==> config.mk <==
export PLATFORM = sky130hd
export DESIGN_NAME = lectura_operandos
export DESIGN_NICKNAME = d
export VERILOG_FILES = /design/src/rtl/lectura_operandos.sv
export SDC_FILE = /design/constraint.sdc
export NUM_CORES = 1
export LEC_CHECK = 0
export CORE_ASPECT_RATIO = 0.9
export CORE_MARGIN = 2
export CORE_UTILIZATION = 40
export DETAILED_ROUTE_END_ITERATION = 8
export GPL_ROUTABILITY_DRIVEN = 0
export PLACE_DENSITY_LB_ADDON = 0.3
export SETUP_SLACK_MARGIN = 0.02
export SYNTH_ARGS = -nofsm -noshare
export SYNTH_HDL_FRONTEND = slang
export SYNTH_SLANG_ARGS = --single-unit
==> constraint.sdc <==
create_clock -name reloj -period 2.7 [get_ports reloj]
set_input_delay 0.405 -clock reloj [delete_from_list [all_inputs] [get_ports reloj]]
set_output_delay 0.405 -clock reloj [all_outputs]
set_load 0.03 [all_outputs]
==> src/rtl/lectura_operandos.sv <==
`default_nettype none
// ============================================================================
//  Module   : lectura_operandos
//  Purpose  : Operand-capture front end for the multiplier. Synchronises and
//             debounces the multiply push-button, latches both switch banks
//             as one atomic pair, offers the pair over a valid/ready
//             handshake and drives per-operand status LEDs.
//  Revision : 1.0  initial parametrised release
// ============================================================================
module lectura_operandos #(
    parameter int ANCHO          = 4,
    parameter int CICLOS_ESTABLE = 4
) (
    input  logic             reloj,
    input  logic             reinicio,
    input  logic [ANCHO-1:0] operandoA,
    input  logic [ANCHO-1:0] operandoB,
    input  logic             realizarMultiplicacion,
    input  logic             multiplicadorListo,
    output logic             datosValidos,
    output logic [ANCHO-1:0] operandoARegistrado,
    output logic [ANCHO-1:0] operandoBRegistrado,
    output logic             operandoCero,
    output logic             ledOperandoA,
    output logic             ledOperandoB,
    output logic             ocupado
);

    // The counter never needs to exceed CICLOS_ESTABLE-2: on the edge where it
    // would reach CICLOS_ESTABLE-1 the new level is accepted instead.
    localparam int C_ANCHO_CNT = (CICLOS_ESTABLE > 2) ? $clog2(CICLOS_ESTABLE) : 1;
    localparam logic [C_ANCHO_CNT-1:0] C_CNT_ULTIMO = C_ANCHO_CNT'(CICLOS_ESTABLE - 2);

    typedef enum logic [1:0] {
        ESPERA  = 2'd0,
        CAPTURA = 2'd1,
        ENTREGA = 2'd2,
        BLOQUEO = 2'd3
    } estado_t;

    // Synchroniser flops
    logic             boton_meta_q, boton_s_q;
    logic [ANCHO-1:0] a_meta_q, a_s_q;
    logic [ANCHO-1:0] b_meta_q, b_s_q;

    // Debounce state
    logic                   estable_q,  estable_d;
    logic [C_ANCHO_CNT-1:0] contador_q, contador_d;

    // Control and captured data
    estado_t          estado_q, estado_d;
    logic [ANCHO-1:0] opA_q, opA_d;
    logic [ANCHO-1:0] opB_q, opB_d;
    logic             cero_q, cero_d;
    logic             ledA_q, ledA_d;
    logic             ledB_q, ledB_d;
    logic             valido_q, valido_d;
    logic             ocupado_q, ocupado_d;

    // Two-flop synchronisers for the button and both switch banks
    always_ff @(posedge reloj) begin
        if (!reinicio) begin
            boton_meta_q <= 1'b0;
            boton_s_q    <= 1'b0;
            a_meta_q     <= '0;
            a_s_q        <= '0;
            b_meta_q     <= '0;
            b_s_q        <= '0;
        end else begin
            boton_meta_q <= realizarMultiplicacion;
            boton_s_q    <= boton_meta_q;
            a_meta_q     <= operandoA;
            a_s_q        <= a_meta_q;
            b_meta_q     <= operandoB;
            b_s_q        <= b_meta_q;
        end
    end

    // Debounce next state: a new level must persist before it is accepted;
    // any return to the accepted level restarts the count.
    always_comb begin
        estable_d  = estable_q;
        contador_d = contador_q;
        if (boton_s_q == estable_q) begin
            contador_d = '0;
        end else if (contador_q == C_CNT_ULTIMO) begin
            estable_d  = boton_s_q;
            contador_d = '0;
        end else begin
            contador_d = contador_q + 1'b1;
        end
    end

    // Debounce registers
    always_ff @(posedge reloj) begin
        if (!reinicio) begin
            estable_q  <= 1'b0;
            contador_q <= '0;
        end else begin
            estable_q  <= estable_d;
            contador_q <= contador_d;
        end
    end

    // FSM next state plus captured-data and registered-output next values
    always_comb begin
        estado_d = estado_q;
        opA_d    = opA_q;
        opB_d    = opB_q;
        cero_d   = cero_q;
        ledA_d   = ledA_q;
        ledB_d   = ledB_q;
        unique case (estado_q)
            ESPERA: begin
                if (estable_q) estado_d = CAPTURA;
            end
            CAPTURA: begin
                opA_d    = a_s_q;
                opB_d    = b_s_q;
                cero_d   = (a_s_q == '0) || (b_s_q == '0);
                ledA_d   = 1'b1;
                ledB_d   = 1'b1;
                estado_d = ENTREGA;
            end
            ENTREGA: begin
                if (multiplicadorListo) estado_d = BLOQUEO;
            end
            BLOQUEO: begin
                // Wait for release so a held button cannot retrigger
                if (!estable_q) estado_d = ESPERA;
            end
            default: estado_d = ESPERA;
        endcase
        valido_d  = (estado_d == ENTREGA);
        ocupado_d = (estado_d != ESPERA);
    end

    // FSM state, captured pair and registered Moore outputs
    always_ff @(posedge reloj) begin
        if (!reinicio) begin
            estado_q  <= ESPERA;
            opA_q     <= '0;
            opB_q     <= '0;
            cero_q    <= 1'b0;
            ledA_q    <= 1'b0;
            ledB_q    <= 1'b0;
            valido_q  <= 1'b0;
            ocupado_q <= 1'b0;
        end else begin
            estado_q  <= estado_d;
            opA_q     <= opA_d;
            opB_q     <= opB_d;
            cero_q    <= cero_d;
            ledA_q    <= ledA_d;
            ledB_q    <= ledB_d;
            valido_q  <= valido_d;
            ocupado_q <= ocupado_d;
        end
    end

    assign datosValidos        = valido_q;
    assign operandoARegistrado = opA_q;
    assign operandoBRegistrado = opB_q;
    assign operandoCero        = cero_q;
    assign ledOperandoA        = ledA_q;
    assign ledOperandoB        = ledB_q;
    assign ocupado             = ocupado_q;

endmodule
`default_nettype wire

Yosys cells after proc, flatten, opt, wreduce, memory -nomap -nowiden
Index checks and enable logic that the tools add are counted.
- input bits: 12
- flip-flop bits (word level): 35
- word-level logic and storage cells: 35
- output and inout bits: 13
- bitwise logic cells: 2
- add/sub/neg operators: 1
- reduce and logical (&&, ||, !) cells: 7
- eq/ne operators: 6
- muxes and demuxes: 4
- operators by type and width (operator ; number):
    $eq A2 B2 Y1 const B ; 4
    $logic_not A4 Y1 ; 2
    $pmux W2 S4 ; 1
    $mux W2 ; 3
    $reduce_or A3 Y1 ; 1
    $add A2 B1 Y2 const B ; 1
    $eq A2 B1 Y1 const B ; 1
    $logic_not A2 Y1 ; 1
    $not A1 Y1 ; 2
    $reduce_and A2 Y1 ; 1
    $reduce_bool A2 Y1 ; 1
    $eq A1 B1 Y1 ; 1
    $logic_or A1 B1 Y1 ; 1

Logic depth before layout (Yosys ltp)
Gate-level depths: netlist of the first run.
- word-level depth: 3
- gate-level depth with buffers: 4
- depth with buffers taken out: 4

Worst setup path after synthesis of the first run
No wires, ideal clock.
- kind: register -> output
- start point: reg ledB_q, in the netlist ledOperandoB
- end point: out ledOperandoB
- setup slack: 1.576 ns
- data arrival time: 0.719 ns
- buffers on the path: 1
- stages on the path, launching flop included: 2
- cell sequence: dfxtp_1 > buf_4
- RTL lines (what ; line ; source):
    start, declared ; 56 ; logic ledB_q, ledB_d;
    start signal, assigned ; 155 ; ledB_q <= ledB_d;
    end, declared ; 25 ; output logic ledOperandoB,
No word-level cell between the ends.

Final worst setup path of the first run
- start point: reg cero_q, in the netlist operandoCero
- end point: out operandoCero
- RTL lines (what ; line ; source):
    start, declared ; 54 ; logic cero_q, cero_d;
    start signal, assigned ; 153 ; cero_q <= cero_d;
    end, declared ; 23 ; output logic operandoCero,
No word-level cell between the ends.

==> results of run 1 <==
-- registers in the layout, indices dropped and copies added, names as in the netlist, 2 cells and up --
register and flops:
contador_q 2, b_s_q 4, operandoBRegistrado 4, b_meta_q 4, estado_q 2, a_meta_q 4
operandoARegistrado 4, a_s_q 4
-- placed cells by master, fill, tap and decap left out, types with 3 or more instances in the layout --
| master | n |
|---|---|
| clkdlybuf4s50_1 | 24 |
| dfxtp_1 | 35 |
| and2_1 | 19 |
| nand2_1 | 17 |
| clkbuf_4 | 5 |
| a21boi_0 | 8 |
| nor2_1 | 3 |
-- cell type report --
cell class | instances | area share [%]
clock buffers | 6 | 2.75
clock inverters | 2 | 4.00
inverters | 2 | 0.500
multi-input cells | 67 | 26.7
flip-flops and latches | 35 | 46.7
well taps | 40 | 3.33
repair buffers | 24 | 16.0
-- path summary, 6_finish.rpt --
kind                                  start                  endpoint  slack [ps]  cells past startpoint
setup / recovery  operandoCero$_SDFFE_PN0N_              operandoCero         930                      1
hold / removal     contador_q[0]$_SDFF_PP0_  contador_q[0]$_SDFF_PP0_         420                      1
setup reg to reg     estado_q[1]$_SDFF_PN0_   datosValidos$_SDFF_PN0_        1490                      3
hold reg to reg    contador_q[0]$_SDFF_PP0_  contador_q[0]$_SDFF_PP0_         420                      1
-- synthesized netlist by cell type (2+ instances only) --
master	count
and2_1	19
a21boi_0	8
nor2_1	3
and2b_2	2
clkbuf_1	3
inv_1	2
o21ai_0	2
dfxtp_1	35
buf_4	2
nand2_1	17
nand2b_1	2
nor4_1	2
-- power groups by stage --
stage	logic (uW)	registers [uW]	clock network, uW
final	35.0	533	460
after global routing	38.3	535	489
after CTS	35.7	533	467
after detailed placement	35.5	545	0
after global placement	34.7	545	0
after floorplan	16.7	544	0
-- metrics by stage --
step / power, uW / hold slack (ps) / utilization, % / instances
6_report: 1030 / 423 / 54.6 / 176
3_5_place_dp: 581 / 416 / 51.0 / 168
2_1_floorplan: 561 / 392 / - / 110
5_1_grt: 1060 / 450 / 54.6 / 176
4_1_cts: 1040 / 431 / 54.6 / 176
3_3_place_gp: 580 / 399 / 51.0 / 168
-- logic make-up (layout without fill, tap and decap cells) --
family                   Yosys count  in the layout  synth area share [%]
AND/OR/NAND/NOR                   49             49                  22.6
AO/OA/AOI/OAI                     15             15                  9.58
flip-flops                        35             35                  60.9
adder cells (fa/ha/maj)            1              1                  1.09
buffers and inverters              8             34                  4.13
multiplexers                       1              1                 0.871
XOR/XNOR                           1              1                 0.762
-- layer usage --
layer,vias up,GRT usage (%)
met1,334,14.2
met2,20,16.8
li1,403,-
met3,5,6.38
met5,-,0
met4,0,6.52
==> flow_metrics.tcl, run 1 <==
set metrics [dict create \
    hold_class "flip-flop to flip-flop" \
    seqPwrFrac_pct 51.9 \
    ys_warn_count 0 \
    grt_pass1_vias 630 \
    combinationalPowerShare_pct 3.4 \
    postCtsHoldBufs 0 \
    crit_buf_inv 1 \
    layout_setup_ws_ps 927 \
    hold_viol 0 \
    drive_gt1_share_pct 8.09 \
    nFillCells 257 \
    die_h_um 54.9 \
    regArea_sq_um 701 \
    finalNetCount 148 \
    cp.required_ps 2300 \
    top_signal_layer_used "met4" \
    insertion_delay_ps 330 \
    dr.first_iter.drc_count 17 \
    p_int_uw 842 \
    yosysUniqueCellTypes 25 \
    grt_pass1_wl_mm 2.72 \
    grt_max_degree 35 \
    status "completed" \
    ctsLongestPathBuffers 2 \
    die-area_sq_um 3320 \
    syn_area_per_cell_sq_um 10.5 \
    path_clk_slew_ps 100 \
    met2_length_um 706 \
    critical_path_class "flip-flop to output port" \
    synth_ff_type "dfxtp_1" \
    drc_errors 0 \
    ys_seq_area_share_pct 60.9 \
    worstPathCellList "clkdlybuf4s50_1" \
    setup_viol_count_final 0 \
    worst_pin_slew_ps 904 \
    dp_hpwl_mm 1.13 \
    cts_buffers 5 \
    cap_violations 0 \
    async_flop_share_pct 0 \
    preCtsSetupSlack_ps 750 \
    netlist_instances 110 \
    postPlaceCellArea_sq_um 1400 \
    antenna_cells 0 \
    relSlewSlack_pct 39.5 \
    synth_area_sq_um 1150 \
    io_pins 25 \
    cpLargestDelayFamily "buffers and inverters" \
    routed_wl_mm 1.71 \
    post-route-period-util_pct 65.7 \
    p_leak_uw 0.000557 \
    io_buffers 24 \
    p_sw_share_pct 18.1 \
    drt_first_pass_iters 2 \
    drtAntennaViolNets 0 \
    p_switching_uw 187 \
    final_cell_area_sq_um 1500 \
    drt-met1-wl_um 849 \
    dr_wl_met3_um 123 \
    post_cts_buffers 0 \
    ys_ff_latch 35 \
    clock.fmax_mhz 564 \
    via_per_inst 4.33 \
    vias 762 \
    fin_skew_ps 5.18 \
    grtUsageTotal_pct 11.8 \
    cp-start-kind "flip-flop" \
    cp_slowest_cell "clkdlybuf4s50_1" \
    p_clk_share_pct 44.7 \
    rows 18 \
    cts.sinks 35 \
    ctsResizeCount 0 \
    finalSetupTns_ps 0 \
    root_buffer "clkbuf_4" \
    slew_violations 0 \
    synth_top_area_share_pct 60.9 \
    p_per_area_nw_per_um2 685 \
    fp.dieW_um 60.5 \
    cp-end-kind "output port" \
    rsz0062_at_grt "no" \
    yosys-top-cells-area "dfxtp_1, and2_1, nand2_1, a21boi_0, and2b_2" \
    irDropWorstVdd_mv 0.326 \
    cts_max_level 2 \
    routedWlPerCell_um 9.70 \
    overflow 0 \
    crit_arrival_ps 1370 \
    multi_input_area_sq_um 402 \
    synth_fp_nets 123 \
    path_max_fanout 2 \
    fin_crit_ps 1770 \
    core_area_sq_um 2750 \
    start_util_pct 41.8 \
    tritoncts "done" \
    yosysTopAreaCell "dfxtp_1" \
    cp_slowest_stage_delay_ps 680 \
    area_growth_pct 30.6 \
    synth_edf_count 0 \
    grt_antenna_before_repair 0 \
]
(Power assumes the default switching activity.)
==> inputs of run 2 (changes only) <==
Clock period 2.7 ns to 1.5 ns, I/O delays scaled along.
==> run 2 against run 1 <==
  * Clock power is 2% higher
  * Clock-buffer cell count is 1 lower
  * Worst setup slack worse by 730 ps
  * Routed wire length is 0.59% lower
  * Critical path depth stayed put
  * Sequential share of layout area is 1.6 points higher
  * Non-clock buffer count is 2 higher
  * Sequential power is 80% higher
  * Critical path type unchanged
  * Critical endpoint unchanged
==> flow_metrics.tcl, run 2 (synthesis gave the netlist of run 1 again) <==
set metrics [dict create \
    cp.required_ps 1270 \
    worstPathCellList "dlygate4sd2_1" \
    slew_violations 0 \
    critical_path_class "flip-flop to output port" \
    fin_crit_ps 1300 \
    crit_arrival_ps 1080 \
    grtUsageTotal_pct 13.0 \
    grt_pass1_vias 715 \
    path_clk_slew_ps 100 \
    die_h_um 54.9 \
    start_util_pct 41.8 \
    seqPwrFrac_pct 64.2 \
    io_buffers 24 \
    cap_violations 0 \
    drc_errors 0 \
    cp-end-kind "output port" \
    final_cell_area_sq_um 1450 \
    routedWlPerCell_um 9.54 \
    relSlewSlack_pct 73.4 \
    cts.sinks 35 \
    tritoncts "done" \
    whs_path_depth 1 \
    place_inst 170 \
    insertion_delay_ps 320 \
    holdPathEnd "contador_q[0]$_SDFF_PP0_" \
    setup_viol_count_final 0 \
    io_pins 25 \
    cp_slowest_cell "dlygate4sd2_1" \
    via_per_inst 4.24 \
    total_power_uw 1490 \
    finalNetCount 150 \
    rsz0062_at_grt "no" \
    combinationalPowerShare_pct 4.5 \
    worst_hold_slack_ps 414 \
    p_int_uw 1170 \
    reg2regPathDepth 3 \
    rows 18 \
    path_max_fanout 2 \
    final_common_cell "dfxtp_1" \
    dr.first_iter.drc_count 14 \
    finalSetupTns_ps 0 \
    multi_input_area_sq_um 402 \
    drtAntennaViolNets 0 \
    hold_viol 0 \
    p_clk_share_pct 31.3 \
    p_per_area_nw_per_um2 1030 \
    r2r_slack_ps 320 \
    cpLargestDelayFamily "buffers and inverters" \
    fin_cells 178 \
    post-route-period-util_pct 86.9 \
    p_leak_uw 0.000612 \
    root_buffer "clkbuf_4" \
    cts_max_level 2 \
    r2r_end "datosValidos$_SDFF_PN0_" \
    dp_hpwl_mm 1.23 \
    cts_buffers 5 \
    grt_max_degree 26 \
    fin_skew_ps 9.21 \
    p_switching_uw 322 \
    clock.fmax_mhz 767 \
    antenna_cells 0 \
    nFillCells 256 \
    status "completed" \
    ctsLongestPathBuffers 2 \
    postPlaceCellArea_sq_um 1420 \
    routed_wl_mm 1.70 \
    area_growth_pct 26.2 \
    grt_pass1_wl_mm 3.00 \
    worst_pin_slew_ps 398 \
    cp-start-kind "flip-flop" \
    irDropWorstVdd_mv 0.453 \
    post_cts_buffers 0 \
    drive_gt1_share_pct 10.1 \
    fp.dieW_um 60.5 \
    p_sw_share_pct 21.5 \
    layout_common_cells "dfxtp_1, and2_1, nand2_1, dlygate4sd2_1, clkdlybuf4s50_1" \
    cp_slowest_stage_delay_ps 400 \
    vias 755 \
    die-area_sq_um 3320 \
    grt_antenna_before_repair 0 \
    overflow 0 \
    regArea_sq_um 701 \
    r2r-start "estado_q[1]$_SDFF_PN0_" \
    min_from "contador_q[0]$_SDFF_PP0_" \
    crit_buf_inv 1 \
    hold_class "flip-flop to flip-flop" \
    core_area_sq_um 2750 \
    drt_first_pass_iters 2 \
]
-- run 2: repair_timing --
| action | 4_1_cts | 5_1_grt |
|---|---|---|
| hold buffers | 0 | 0 |
| gates resized for setup | 13 | 0 |
| endpoints found under the setup margin | 13 | 0 |
-- run 2: area by class of cell --
cell class | instances | area share [%]
inverters | 2 | 0.517
repair buffers | 26 | 16.5
multi-input cells | 67 | 27.7
clock buffers | 5 | 2.59
well taps | 40 | 3.45
clock inverters | 3 | 1.03
flip-flops and latches | 35 | 48.3
-- run 2: how the worst max path moves through the flow --
stage | startpoint | endpoint | slack, ps | cells past startpoint
5_1_grt | operandoCero$_SDFFE_PN0N_ | operandoCero | 120 | 1
4_1_cts | operandoCero$_SDFFE_PN0N_ | operandoCero | 180 | 1
3_5_place_dp | reinicio | operandoARegistrado[3]$_SDFFE_PN0N_ | 240 | 3
6_report | operandoCero$_SDFFE_PN0N_ | operandoCero | 200 | 1
2_1_floorplan | estado_q[1]$_SDFF_PN0_ | ocupado$_SDFF_PN0_ | 490 | 2
3_3_place_gp | operandoCero$_SDFFE_PN0N_ | operandoCero | 280 | 1
-- run 2: metrics by stage --
stage	setup WS (ps)	utilization, %
detailed placement	243	51.5
global route	125	52.8
floorplan	494	-
CTS	179	52.8
global placement	282	51.5
finish	196	52.8
-- run 2: routing by layer --
layer  part of all wire [%]  wire [um]  GRT usage, %  vias up
met1                     50        842          15.5      329
met5                      0          0             0        -
met3                    6.9        117          5.67        4
li1                       -          -             -      404
met2                     41        703          18.7       18
met4                    2.1         35          9.06        0
-- run 2: power groups by stage --
stage	sequential, uW	combinational, uW	clock [uW]
after floorplan	979	30.1	0
after global placement	981	66.4	0
after detailed placement	981	67.9	0
after CTS	960	67.9	485
after global routing	962	74.1	520
final	960	66.8	467
==> inputs of run 3 (changes only) <==
==> constraint.sdc (replaced) <==
create_clock -name reloj -period 1.5 [get_ports reloj]
set_input_delay 0.225 -clock reloj [delete_from_list [all_inputs] [get_ports reloj]]
set_output_delay 0.225 -clock reloj [all_outputs]
set_load 0.1 [all_outputs]
==> run 3 against run 2 <==
  * Clock-buffer cell count is 1 higher
  * Routed wire length is 3.6% higher
  * Clock power is 16% higher
  * Cell count is 0.56% lower
  * Clock skew is 4.4 ps lower
  * Power is 5.1% higher
  * Largest power group unchanged
  * Critical path depth is 2 higher
  * Hold slack better by 5.2 ps
  * Sequential share of layout area is 4.9 points lower
==> flow_metrics.tcl, run 3 (synthesis gave the netlist of run 1 again) <==
set metrics [dict create \
    hold_viol 0 \
    dp_hpwl_mm 1.23 \
    worstPathCellList "nand2b_1, o21ai_0, and2_1" \
    p_int_uw 1230 \
    ctsLongestPathBuffers 2 \
    finalSetupTns_ps 0 \
    final_cell_area_sq_um 1620 \
    io_pins 25 \
    routedWlPerCell_um 9.94 \
    p_leak_uw 0.000611 \
    root_buffer "clkbuf_4" \
    status "completed" \
    vias 790 \
    cpLargestDelayFamily "simple AND/OR/NAND/NOR gates" \
    hold_class "flip-flop to flip-flop" \
    cts_buffers 5 \
    fin_skew_ps 4.82 \
    fp.dieW_um 60.5 \
    crit_buf_inv 0 \
    start_util_pct 41.8 \
    grtUsageTotal_pct 12.4 \
    cp_slowest_cell "dfxtp_1" \
    cts_max_level 2 \
    postCtsHoldBufs 0 \
    grt_max_degree 35 \
    seqPwrFrac_pct 61.2 \
    path_clk_slew_ps 110 \
    slew_violations 0 \
    grt_antenna_before_repair 0 \
    dr.first_iter.drc_count 14 \
    postPlaceCellArea_sq_um 1550 \
    tritoncts "done" \
    cp-start-kind "flip-flop" \
    drc_errors 0 \
    die-area_sq_um 3320 \
    p_clk_share_pct 34.4 \
    grt_pass1_vias 679 \
    layout_common_cells "dfxtp_1, and2_1, nand2_1, buf_12, clkdlybuf4s50_1" \
    cap_violations 0 \
    post-route-period-util_pct 79.5 \
    drtAntennaViolNets 0 \
    crit_arrival_ps 1430 \
    via_per_inst 4.46 \
    ctsResizeCount 0 \
    drive_gt1_share_pct 19.7 \
    die_h_um 54.9 \
    combinationalPowerShare_pct 4.4 \
    antenna_cells 0 \
    worst_pin_slew_ps 376 \
    io_buffers 24 \
    finalNetCount 149 \
    p_switching_uw 339 \
    path_max_fanout 11 \
    cp.required_ps 1740 \
    preCtsSetupSlack_ps 256 \
    p_per_area_nw_per_um2 969 \
    fin_crit_ps 1190 \
    nFillCells 258 \
    area_growth_pct 40.8 \
    setup_viol_count_final 0 \
    insertion_delay_ps 330 \
    rsz0062_at_grt "no" \
    final_common_cell "dfxtp_1" \
    post-route-util_pct 58.9 \
    cts.sinks 35 \
    overflow 0 \
    grt_pass1_wl_mm 2.85 \
    post_cts_buffers 0 \
    cp-end-kind "flip-flop" \
    irDropWorstVdd_mv 0.677 \
    relSlewSlack_pct 75.0 \
    critical_path_class "flip-flop to flip-flop" \
    worst_hold_slack_ps 419 \
    layout_setup_ws_ps 307 \
    rows 18 \
    p_sw_share_pct 21.6 \
    cp_slowest_stage_delay_ps 420 \
    drt_first_pass_iters 4 \
    routed_wl_mm 1.76 \
    clock.fmax_mhz 838 \
    core_area_sq_um 2750 \
]
[run 3: changes by cell type in the layout (fill, tap and decap cells not counted), sizes merged]
cell and change:
clkbuf +1, buf +12, clkinv -2, dlygate4sd2 -13, clkinvlp +1
[run 3: final timing paths]
| path | depth (start not counted) | slack (ps) | startpoint | to |
|---|---|---|---|---|
| worst max-delay path | 3 | 310 | estado_q[1]$_SDFF_PN0_ | datosValidos$_SDFF_PN0_ |
| worst min-delay path | 1 | 420 | contador_q[0]$_SDFF_PP0_ | contador_q[0]$_SDFF_PP0_ |
| worst max register to register | 3 | 310 | estado_q[1]$_SDFF_PN0_ | datosValidos$_SDFF_PN0_ |
| worst min register to register | 1 | 420 | contador_q[0]$_SDFF_PP0_ | contador_q[0]$_SDFF_PP0_ |
[run 3: area by class of cell]
| class | count | area, sq um | share of cell area [%] |
|---|---|---|---|
| flip-flops and latches | 35 | 702 | 43.4 |
| multi-input cells | 67 | 402 | 24.8 |
| repair buffers | 25 | 390 | 24.1 |
| clock buffers | 6 | 51.3 | 3.17 |
| well taps | 40 | 50.0 | 3.09 |
| clock inverters | 2 | 16.3 | 1.00 |
| inverters | 2 | 7.51 | 0.464 |
[run 3: worst reg2reg max path, stage by stage, from the launching register on]
cell      delay, ps
dfxtp_1         420
nand2b_1        360
o21ai_0         150
and2_1          170
[run 3: layer usage]
layer / routed length [um] / up-vias / track usage [%] / share of wire (%)
li1: - / 405 / - / -
met1: 770 / 361 / 13.2 / 44
met2: 836 / 20 / 20.3 / 48
met3: 120 / 4 / 6.38 / 6.8
met4: 32 / 0 / 6.52 / 1.8
met5: 0 / - / 0 / 0
[run 3: power groups by stage]
stage | clock network [uW] | logic, uW | registers [uW]
floorplan | 0 | 30.2 | 980
global placement | 0 | 68.6 | 981
detailed placement | 0 | 70.1 | 981
CTS | 563 | 70.6 | 960
global route | 608 | 76.3 | 962
finish | 540 | 69.5 | 960
[run 3: through the flow]
| step | instances | total power [uW] |
|---|---|---|
| 6_report | 177 | 1570 |
| 3_3_place_gp | 169 | 1050 |
| 3_5_place_dp | 169 | 1050 |
| 4_1_cts | 177 | 1590 |
| 5_1_grt | 177 | 1650 |
| 2_1_floorplan | 110 | 1010 |
==> variant: new RTL, flow settings as in run 3 <==
`ANCHO`: 4 -> 3.
--- a/src/rtl/lectura_operandos.sv
+++ b/src/rtl/lectura_operandos.sv
@@ -8,7 +8,7 @@
 //  Revision : 1.0  initial parametrised release
 // ============================================================================
 module lectura_operandos #(
-    parameter int ANCHO          = 4,
+    parameter int ANCHO          = 3,
     parameter int CICLOS_ESTABLE = 4
 ) (
     input  logic             reloj,
Ports: changed (resized operandoA, operandoARegistrado, operandoB and operandoBRegistrado); port bits go from 25 to 21. No check against the original RTL was run, so the function may have changed too.
==> variant against run 3 <==
  * Clock power up 23%
  * Die area decreased by 12%
  * Cell area is 13% lower
  * Routed wire length fell by 22%
  * Power fell by 3.8%
  * Area after synthesis fell by 13%
  * Sequential cell count down 6
  * Via count decreased by 20%
  * Setup slack improved by 0.066 ns
  * Clock skew grew 0.0018 ns
  * Critical endpoint unchanged
==> variant: results (changes against run 3) <==
INFO  pwr            p_clk=0.662mW [was 0.540 mW]
INFO  timing         fin_worst_skew=0.00661ns [was 0.00482 ns]
INFO  pwr            net_load_switching_power=0.289mW [was 0.339 mW]
INFO  global_route   grt_max_degree=29 [was 35]
INFO  routing        routed_via_density=4.34 [was 4.46]
INFO  final_layout   drive_gt1_frac=0.263 [was 0.197]
INFO  pwr            peakVddDrop=0.000781V [was 0.000677 V]
INFO  global_route   grt_pass1_wl=2.28mm [was 2.85 mm]
INFO  synth          synth_common_cells=29 x sky130_fd_sc_hd__dfxtp_1, 15 x sky130_fd_sc_hd__and2_1, 13 x sky130_fd_sc_hd__nand2_1 [was 35 x sky130_fd_sc_hd__dfxtp_1, 19 x sky130_fd_sc_hd__and2_1, 17 x sky130_fd_sc_hd__nand2_1]
INFO  synth          synth_area_leaders=sky130_fd_sc_hd__dfxtp_1 58%, sky130_fd_sc_hd__and2_1 9.4%, sky130_fd_sc_hd__a21boi_2 7.9% [was sky130_fd_sc_hd__dfxtp_1 61%, sky130_fd_sc_hd__and2_1 10%, sky130_fd_sc_hd__nand2_1 5.5%]
INFO  pwr            share_seq_of_total_power=0.526 [was 0.612]
INFO  pwr            comb_power_share=0.036 [was 0.044]
INFO  pwr            pwr.group.sequential=0.794mW [was 0.960 mW]
INFO  clock_tree     htree_levels=2 [unchanged]
INFO  placement      dp_cells=138 [was 169]
INFO  synth          syn-mean-instance-area=10.7um^2 [was 10.5 um^2]
INFO  status         run_status=complete, no violations [unchanged]
INFO  synth          synth_cell_type_count=24 [was 25]
INFO  routing        detailedRoute.firstIterationViolations=4 [was 14]
INFO  timing         tightestPinTransition=0.363ns [was 0.376 ns]
INFO  routing        detail_route.wirelength=1.38mm [was 1.76 mm]
INFO  synth          synth_sequential_area_ratio=0.583 [was 0.609]
INFO  worst_setup_path worst_ep_arrival_time=1.35ns [was 1.43 ns]
INFO  placement      place.port_buffers=20 [was 24]
INFO  placement      placed_area=1320um^2 [was 1550 um^2]
INFO  timing         fin_worst_hold_slack=0.417ns [was 0.419 ns]
INFO  placement      place_worst_setup_slack=0.264ns [was 0.256 ns]
INFO  timing         final_period_minus_worst_setup_slack=1.13ns [was 1.19 ns]
INFO  final_layout   finish.net_count=128 [was 149]
INFO  pwr            leakage_power_summed_over_all_cells=0.533nW [was 0.611 nW]
INFO  final_layout   layout.cells.non_filler=146 [was 177]
INFO  global_route   globalRouteTotalUtil=0.114 [was 0.124]
INFO  global_route   first_global_vias=556 [was 679]
## variant: final timing paths
check / start / endpoint / depth (start not counted)
max: estado_q[1]$_SDFF_PN0_ / datosValidos$_SDFF_PN0_ / 3
min: contador_q[0]$_SDFF_PP0_ / contador_q[0]$_SDFF_PP0_ / 1
max reg2reg: estado_q[1]$_SDFF_PN0_ / datosValidos$_SDFF_PN0_ / 3
min reg2reg: contador_q[0]$_SDFF_PP0_ / contador_q[0]$_SDFF_PP0_ / 1
## variant: worst reg2reg max path: cells and delay by family, from the launching register on
kind | cells | cell delay [ns]
AND/OR/NAND/NOR | 2 | 0.51
flip-flops | 1 | 0.41
AO/OA/AOI/OAI | 1 | 0.10
## variant: cell type report
class,count,area (um^2),area share
Multi-Input combinational cell,57,368,0.262
Tap cell,28,35.0,0.0249
Sequential cell,29,582,0.414
Clock buffer,6,51.3,0.0365
Timing Repair Buffer,22,325,0.231
Clock inverter,2,37.5,0.0267
Inverter,2,7.51,0.00534
## variant: layer usage
metal / global-route usage / wire (um) / up-vias
li1: - / - / 344
met1: 0.111 / 619 / 268
met2: 0.165 / 630 / 17
met3: 0.0684 / 84 / 5
met4: 0.107 / 43 / 0
met5: 0 / 0 / -
## variant: logic make-up (layout without fill, tap and decap cells)
| group | count (synthesis) | in the layout | synth area share |
|---|---|---|---|
| xor gates and xnor gates | 1 | 1 | 0.00880 |
| DFF | 29 | 29 | 0.583 |
| buffers and inverters | 7 | 32 | 0.0477 |
| and+or+nand+nor | 41 | 41 | 0.221 |
| muxes | 1 | 1 | 0.0101 |
| adders and majority gates | 1 | 1 | 0.0126 |
| AOI/OAI and AO/OA | 13 | 13 | 0.117 |
